==> config.mk <==
export PLATFORM = sky130hd
export DESIGN_NAME = bp_cfg_stream_loader_flat
export DESIGN_NICKNAME = d
export VERILOG_FILES = /design/src/rtl/bp_cfg_stream_loader_if.sv /design/src/rtl/bp_cfg_stream_loader.sv /design/src/flat_wrapper.sv
export SDC_FILE = /design/constraint.sdc
export NUM_CORES = 1
export LEC_CHECK = 0
export CAP_MARGIN = 20
export CELL_PAD_IN_SITES_DETAIL_PLACEMENT = 1
export CELL_PAD_IN_SITES_GLOBAL_PLACEMENT = 1
export CORE_ASPECT_RATIO = 1.1
export CORE_MARGIN = 2
export CORE_UTILIZATION = 32
export CTS_CLUSTER_DIAMETER = 150
export CTS_CLUSTER_SIZE = 40
export DETAILED_ROUTE_END_ITERATION = 6
export PLACE_DENSITY = 0.9
export SLEW_MARGIN = 20
export SYNTH_ARGS = -nofsm -noshare
export SYNTH_HDL_FRONTEND = slang
export SYNTH_SLANG_ARGS = --single-unit
==> constraint.sdc <==
create_clock -name clk_i -period 4.73 [get_ports clk_i]
set_input_delay 0.473 -clock clk_i [delete_from_list [all_inputs] [get_ports clk_i]]
set_output_delay 0.473 -clock clk_i [all_outputs]
set_load 0.1 [all_outputs]
==> src/rtl/bp_cfg_stream_loader_if.sv <==
// Config write channel: one (dst, addr, data) write per valid/ready handshake.
// The loader drives the master side; the tiles' config registers sit on the slave side.
interface bp_cfg_stream_loader_if #(
  parameter int dst_width_p  = 2,
  parameter int addr_width_p = 6,
  parameter int data_width_p = 40
);
  logic                    v;
  logic [dst_width_p-1:0]  dst;
  logic [addr_width_p-1:0] addr;
  logic [data_width_p-1:0] data;
  logic                    ready;

  modport master (output v, output dst, output addr, output data, input ready);
  modport slave  (input v, input dst, input addr, input data, output ready);
endinterface

==> src/rtl/bp_cfg_stream_loader.sv <==
// Streams every field of one selected processor config from the config ROM to
// each destination tile, field-major and destination-minor. Slot 0 and slots at
// or beyond num_cfgs_p are rejected with a one-cycle err_o and nothing is sent.
module bp_cfg_stream_loader #(
  parameter int num_cfgs_p    = 128,
  parameter int num_fields_p  = 48,
  parameter int field_width_p = 40,
  parameter int num_dst_p     = 4,
  localparam int lg_cfgs_lp        = (num_cfgs_p > 1) ? $clog2(num_cfgs_p) : 1,
  localparam int lg_fields_lp      = (num_fields_p > 1) ? $clog2(num_fields_p) : 1,
  localparam int lg_dst_lp         = (num_dst_p > 1) ? $clog2(num_dst_p) : 1,
  localparam int rom_addr_width_lp = (num_cfgs_p * num_fields_p > 1)
                                     ? $clog2(num_cfgs_p * num_fields_p) : 1
) (
  input  logic                         clk_i,
  input  logic                         reset_i,
  input  logic                         start_v_i,
  input  logic [lg_cfgs_lp-1:0]        cfg_sel_i,
  output logic                         busy_o,
  output logic                         done_o,
  output logic                         err_o,
  output logic                         rom_v_o,
  output logic [rom_addr_width_lp-1:0] rom_addr_o,
  input  logic [field_width_p-1:0]     rom_data_i,
  bp_cfg_stream_loader_if.master       cfg
);

  typedef enum logic [2:0] {
    IDLE = 3'd0,
    READ = 3'd1,
    WAIT = 3'd2,
    SEND = 3'd3,
    DONE = 3'd4
  } state_e;

  state_e                   state_r, state_n;
  logic [lg_cfgs_lp-1:0]    sel_r;
  logic [lg_fields_lp-1:0]  field_cnt_r;
  logic [lg_dst_lp-1:0]     dst_cnt_r;
  logic [field_width_p-1:0] data_r;
  logic                     err_r;

  logic sel_ok;
  logic last_dst;
  logic last_field;
  logic send_hs;

  assign sel_ok     = (cfg_sel_i != '0) && (int'(cfg_sel_i) < num_cfgs_p);
  assign last_dst   = (dst_cnt_r == lg_dst_lp'(num_dst_p - 1));
  assign last_field = (field_cnt_r == lg_fields_lp'(num_fields_p - 1));
  assign send_hs    = (state_r == SEND) && cfg.ready;

  // State, counters, latched selection and the field data register.
  always_ff @(posedge clk_i) begin
    // NOTE: non-blocking assignments so every register samples pre-edge values.
    if (reset_i) begin
      state_r     <= IDLE;
      sel_r       <= '0;
      field_cnt_r <= '0;
      dst_cnt_r   <= '0;
      // NOTE: data_r is a single register, not a memory; resetting it keeps cfg data at 0.
      data_r      <= '0;
      err_r       <= 1'b0;
    end else begin
      state_r <= state_n;
      err_r   <= (state_r == IDLE) && start_v_i && !sel_ok;

      if (state_r == IDLE) begin
        field_cnt_r <= '0;
        dst_cnt_r   <= '0;
        if (start_v_i) sel_r <= cfg_sel_i;
      end

      if (state_r == WAIT) begin
        data_r    <= rom_data_i;
        dst_cnt_r <= '0;
      end

      if (send_hs) begin
        if (!last_dst) begin
          dst_cnt_r <= dst_cnt_r + 1'b1;
        end else begin
          dst_cnt_r   <= '0;
          field_cnt_r <= last_field ? '0 : field_cnt_r + 1'b1;
        end
      end
    end
  end

  // Next-state and per-state strobes.
  always_comb begin
    // NOTE: every output gets a default first so no path can infer a latch.
    state_n = state_r;
    busy_o  = 1'b0;
    done_o  = 1'b0;
    rom_v_o = 1'b0;
    cfg.v   = 1'b0;
    unique case (state_r)
      IDLE: if (start_v_i && sel_ok) state_n = READ;
      READ: begin
        busy_o  = 1'b1;
        rom_v_o = 1'b1;
        state_n = WAIT;
      end
      WAIT: begin
        busy_o  = 1'b1;
        state_n = SEND;
      end
      SEND: begin
        busy_o = 1'b1;
        cfg.v  = 1'b1;
        if (cfg.ready && last_dst) state_n = last_field ? DONE : READ;
      end
      DONE: begin
        done_o  = 1'b1;
        state_n = IDLE;
      end
      default: state_n = IDLE;
    endcase
  end

  // Full-width ROM address so sel*num_fields_p never truncates.
  always_comb begin
    rom_addr_o = rom_addr_width_lp'(sel_r) * rom_addr_width_lp'(num_fields_p)
               + rom_addr_width_lp'(field_cnt_r);
  end

  assign err_o    = err_r;
  assign cfg.dst  = dst_cnt_r;
  assign cfg.addr = field_cnt_r;
  assign cfg.data = data_r;

endmodule

==> src/flat_wrapper.sv <==
// flat-port wrapper written by rule: the top's interface ports become plain ports
module bp_cfg_stream_loader_flat 
#(
  parameter int num_cfgs_p    = 128,
  parameter int num_fields_p  = 48,
  parameter int field_width_p = 40,
  parameter int num_dst_p     = 4,
  localparam int lg_cfgs_lp        = (num_cfgs_p > 1) ? $clog2(num_cfgs_p) : 1,
  localparam int lg_fields_lp      = (num_fields_p > 1) ? $clog2(num_fields_p) : 1,
  localparam int lg_dst_lp         = (num_dst_p > 1) ? $clog2(num_dst_p) : 1,
  localparam int rom_addr_width_lp = (num_cfgs_p * num_fields_p > 1)
                                     ? $clog2(num_cfgs_p * num_fields_p) : 1
)
  (clk_i, reset_i, start_v_i, cfg_sel_i, busy_o, done_o, err_o, rom_v_o, rom_addr_o, rom_data_i, cfg_v, cfg_dst, cfg_addr, cfg_data, cfg_ready);
  bp_cfg_stream_loader_if #(.dst_width_p(2), .addr_width_p(6), .data_width_p(40)) cfg_i ();
  input  logic clk_i;
  input  logic reset_i;
  input  logic start_v_i;
  input  logic [lg_cfgs_lp-1:0] cfg_sel_i;
  output logic busy_o;
  output logic done_o;
  output logic err_o;
  output logic rom_v_o;
  output logic [rom_addr_width_lp-1:0] rom_addr_o;
  input  logic [field_width_p-1:0] rom_data_i;
  output wire logic [$bits(cfg_i.v)-1:0] cfg_v;
  output wire logic [$bits(cfg_i.dst)-1:0] cfg_dst;
  output wire logic [$bits(cfg_i.addr)-1:0] cfg_addr;
  output wire logic [$bits(cfg_i.data)-1:0] cfg_data;
  input wire logic [$bits(cfg_i.ready)-1:0] cfg_ready;
  assign cfg_v = cfg_i.v;
  assign cfg_dst = cfg_i.dst;
  assign cfg_addr = cfg_i.addr;
  assign cfg_data = cfg_i.data;
  assign cfg_i.ready = cfg_ready;
  bp_cfg_stream_loader #(.num_cfgs_p(num_cfgs_p), .num_fields_p(num_fields_p), .field_width_p(field_width_p), .num_dst_p(num_dst_p)) u_core (.clk_i(clk_i), .reset_i(reset_i), .start_v_i(start_v_i), .cfg_sel_i(cfg_sel_i), .busy_o(busy_o), .done_o(done_o), .err_o(err_o), .rom_v_o(rom_v_o), .rom_addr_o(rom_addr_o), .rom_data_i(rom_data_i), .cfg(cfg_i));
endmodule
==> results.sh <==
export IMPL_fmax_mhz=262
export IMPL_crit_top_cell="o21ai_0"
export IMPL_dr_max_layer_used="met4"
export IMPL_switchingPower_uw=553
export IMPL_dr_wl_met2_um=4170
export IMPL_final_cell_mix="clkdlybuf4s50_1, nand2_1, dfxtp_1, a21oi_1"
export IMPL_place_hpwl_um=6040
export IMPL_route_met3_wl_um=573
export IMPL_via_count=2824
export IMPL_postCtsSetupRepairBufs=0
export IMPL_slew_viol_final=0
export IMPL_worstPathRequired_ns=4.26
export IMPL_clock_path_buffers=2
export IMPL_regArea_um2=1180
export IMPL_pwr_share_comb=0.306
export IMPL_p_total_uw=1530
export IMPL_synth_cell_area_um2=2750
export IMPL_worstSetupPathType="flop to output port"
export IMPL_syn_num_nets=413
export IMPL_p_clk_frac=0.338
export IMPL_rr_worst_depth=6
export IMPL_area_growth_pct=52.1
export IMPL_path_max_fanout=5
export IMPL_coreArea_um2=8360
export IMPL_h_tree_depth=3
export IMPL_drc=0
export IMPL_hold_class="flop to flop"
export IMPL_ys_types=46
export IMPL_syn_inst=348
export IMPL_ant_nets=0
export IMPL_fin_crit_ns=3.82
export IMPL_drive_gt1_frac=0.0587
export IMPL_seqPwrFrac=0.355
export IMPL_drt_met1_wl_um=3280
export IMPL_yosys_warnings=0
export IMPL_critPathTopFamily="buffers and inverters"
export IMPL_die_area_um2=9360
export IMPL_crit_chain="ha_1, fa_1, a211oi_2, o21ai_0, o21ai_0, xor2_1, clkdlybuf4s50_1"
export IMPL_final_nets=520
export IMPL_clock_skew_ns=0.00878
export IMPL_drt_pass1_iterations=4
export IMPL_port_buffers=116
export IMPL_async_reset_ff_frac=0
export IMPL_viasPerCell=4.95
export IMPL_pin_count=117
export IMPL_setup_tns_ns=0
export IMPL_critPathArrivalTime_ns=3.34
export IMPL_cp_end_kind="output port"
export IMPL_multi_input_area_um2=1450
export IMPL_dpl_cell_count=555
export IMPL_finalHoldViolCount=0
export IMPL_start_util=0.329
export IMPL_routed_wl_um=8130
export IMPL_grt_pass1_vias=3000
export IMPL_slowest_delay_ns=1.14
export IMPL_synthFlopType="dfxtp_1"
export IMPL_gp_congestion=0.888
export IMPL_ir_worst_vdd_v=0.000182
export IMPL_clock_sinks=59
export IMPL_syn_avg_cell_area_um2=7.91
export IMPL_cts_tree="yes"
export IMPL_clkTransAtPathRegs_ns=0.07
export IMPL_fillers=1013
export IMPL_cts_made_buffers=9
export IMPL_cts_resized=0
export IMPL_crit_path_top_delay_cell="clkdlybuf4s50_1"
export IMPL_cap_violations=0
export IMPL_synth_edf_count=0
export IMPL_rsz0062_at_grt="false"
export IMPL_die_w_um=92.5
export IMPL_cts_root_buffer="clkbuf_8"
export IMPL_power_leakage_uw=0.00156
export IMPL_seq_area_frac_synth=0.429
export IMPL_r2r_slack_ns=2.80
export IMPL_stdcell_count=571
export IMPL_grt_overflow=0
export IMPL_timing_hold_ws_ns=0.455
export IMPL_r2r_start="u_core.cfg.addr[0]"
export IMPL_antenna_found_initial=0
export IMPL_grt_max_degree=60
export IMPL_netSwitchingFraction=0.361
export IMPL_critPathLaunch="u_core.sel_r[1]"
export IMPL_synth_seq_cells=59
export IMPL_worstMarginPinSlew_ns=1.01
export IMPL_status="finished, final reports clean"
export IMPL_die_y_um=101
export IMPL_critPathCapture="rom_addr_o[9]"
export IMPL_cts_hold_buf=0
export IMPL_internal_power_uw=977
export IMPL_grt_pass1_wl_um=13400
export IMPL_cp_depth=7
export IMPL_setup_violations_final=0
export IMPL_row_count=35
export IMPL_drt_iter0_markers=48
export IMPL_layout_commonest_cell="clkdlybuf4s50_1"
export IMPL_wl_per_cell_um=14.2
export IMPL_worst_path_buf_inv=1
export IMPL_start_kind="flop"
export IMPL_power_density_nw_per_um2=365
export IMPL_post_route_util=0.501
export IMPL_relSlewSlack=0.326
export IMPL_insertion_delay_ns=0.32
export IMPL_grt_usage=0.175
export IMPL_r2r_end="u_core.cfg.addr[1]"
export IMPL_num_antenna_cells=0
export IMPL_fin_crit_sh=0.807
[synth_stat cells, types with 2 or more instances]
library cell    n  area share
and3_1          2      0.0045
inv_1           6      0.0082
o211ai_1        2      0.0055
ha_1           12       0.055
nor3b_1         2      0.0055
nor2b_1         2      0.0045
buf_2           3      0.0055
buf_4           5       0.014
a211oi_2        2      0.0091
o2111ai_1       2      0.0064
nand2b_1        2      0.0045
xor2_1          6       0.019
o21ai_0         9       0.016
or2b_1          2      0.0055
dfxtp_1        59        0.43
and2_1          4      0.0091
nand3_1         6       0.011
nand2_1       100        0.14
o21bai_1        2      0.0055
fa_1            2       0.015
or3_1           4      0.0091
nor2_1         12       0.016
nand3b_1        6       0.016
nor4_1          2      0.0045
clkbuf_1       14       0.019
nor3_1          4      0.0073
a21oi_1        57        0.10
[logic make-up (layout without fill, tap and decap cells)]
group | count (synthesis) | in the layout | share of synthesized area
simple gates | 154 | 154 | 0.252
compound gates | 86 | 86 | 0.181
flops | 59 | 59 | 0.429
buf+inv | 28 | 140 | 0.0463
fa+ha+maj | 14 | 14 | 0.0691
xor+xnor | 7 | 7 | 0.0223
[cell type report]
cell class              count  area share
well taps                 111      0.0332
repair buffers            118       0.278
clock buffers              12      0.0370
clock inverters             4      0.0173
inverters                   6     0.00538
flip-flops and latches     59       0.282
multi-input cells         261       0.347
[worst min-delay path, stage by stage, from the launching register on]
cell,delay [ns]
dfxtp_1,0.31
nand2_1,0.05
a21oi_1,0.05
[registers in the layout, summed over array words and instances, names as in the netlist]
name,cells
u_core.cfg.dst,2
u_core.err_o,1
u_core.state_r,3
u_core.sel_r,7
u_core.cfg.data,40
u_core.cfg.addr,6
[power groups by stage]
stage | registers (µW) | clock network (µW) | logic, µW
6_report | 543 | 518 | 469
5_1_grt | 548 | 553 | 494
4_1_cts | 544 | 536 | 472
3_5_place_dp | 554 | 0 | 471
3_3_place_gp | 552 | 0 | 463
2_1_floorplan | 697 | 0 | 196
[routing by layer]
metal,global-route usage,vias to the layer above
li1,-,1395
met1,0.194,1344
met2,0.317,76
met3,0.0573,9
met4,0.0551,0
met5,0,-
[worst min-delay path by stage]
stage | from | endpoint | slack [ns] | depth (start not counted)
after detailed placement | u_core.cfg.data[13] | u_core.cfg.data[13] | 0.45 | 2
after floorplan | u_core.sel_r[0] | u_core.sel_r[0] | 0.46 | 2
final | u_core.cfg.data[13] | u_core.cfg.data[13] | 0.45 | 2
after global placement | u_core.cfg.data[17] | u_core.cfg.data[17] | 0.44 | 2
after CTS | u_core.cfg.data[13] | u_core.cfg.data[13] | 0.46 | 2
after global routing | u_core.cfg.data[21] | u_core.cfg.data[21] | 0.48 | 2
[through the flow]
stage	cell area, µm²	worst slack, ns
6_report	4190	0.914
5_1_grt	4190	0.804
4_1_cts	4180	0.904
3_5_place_dp	3950	1.26
3_3_place_gp	3950	1.35
2_1_floorplan	2750	0.825
(Power assumes the default switching activity.)
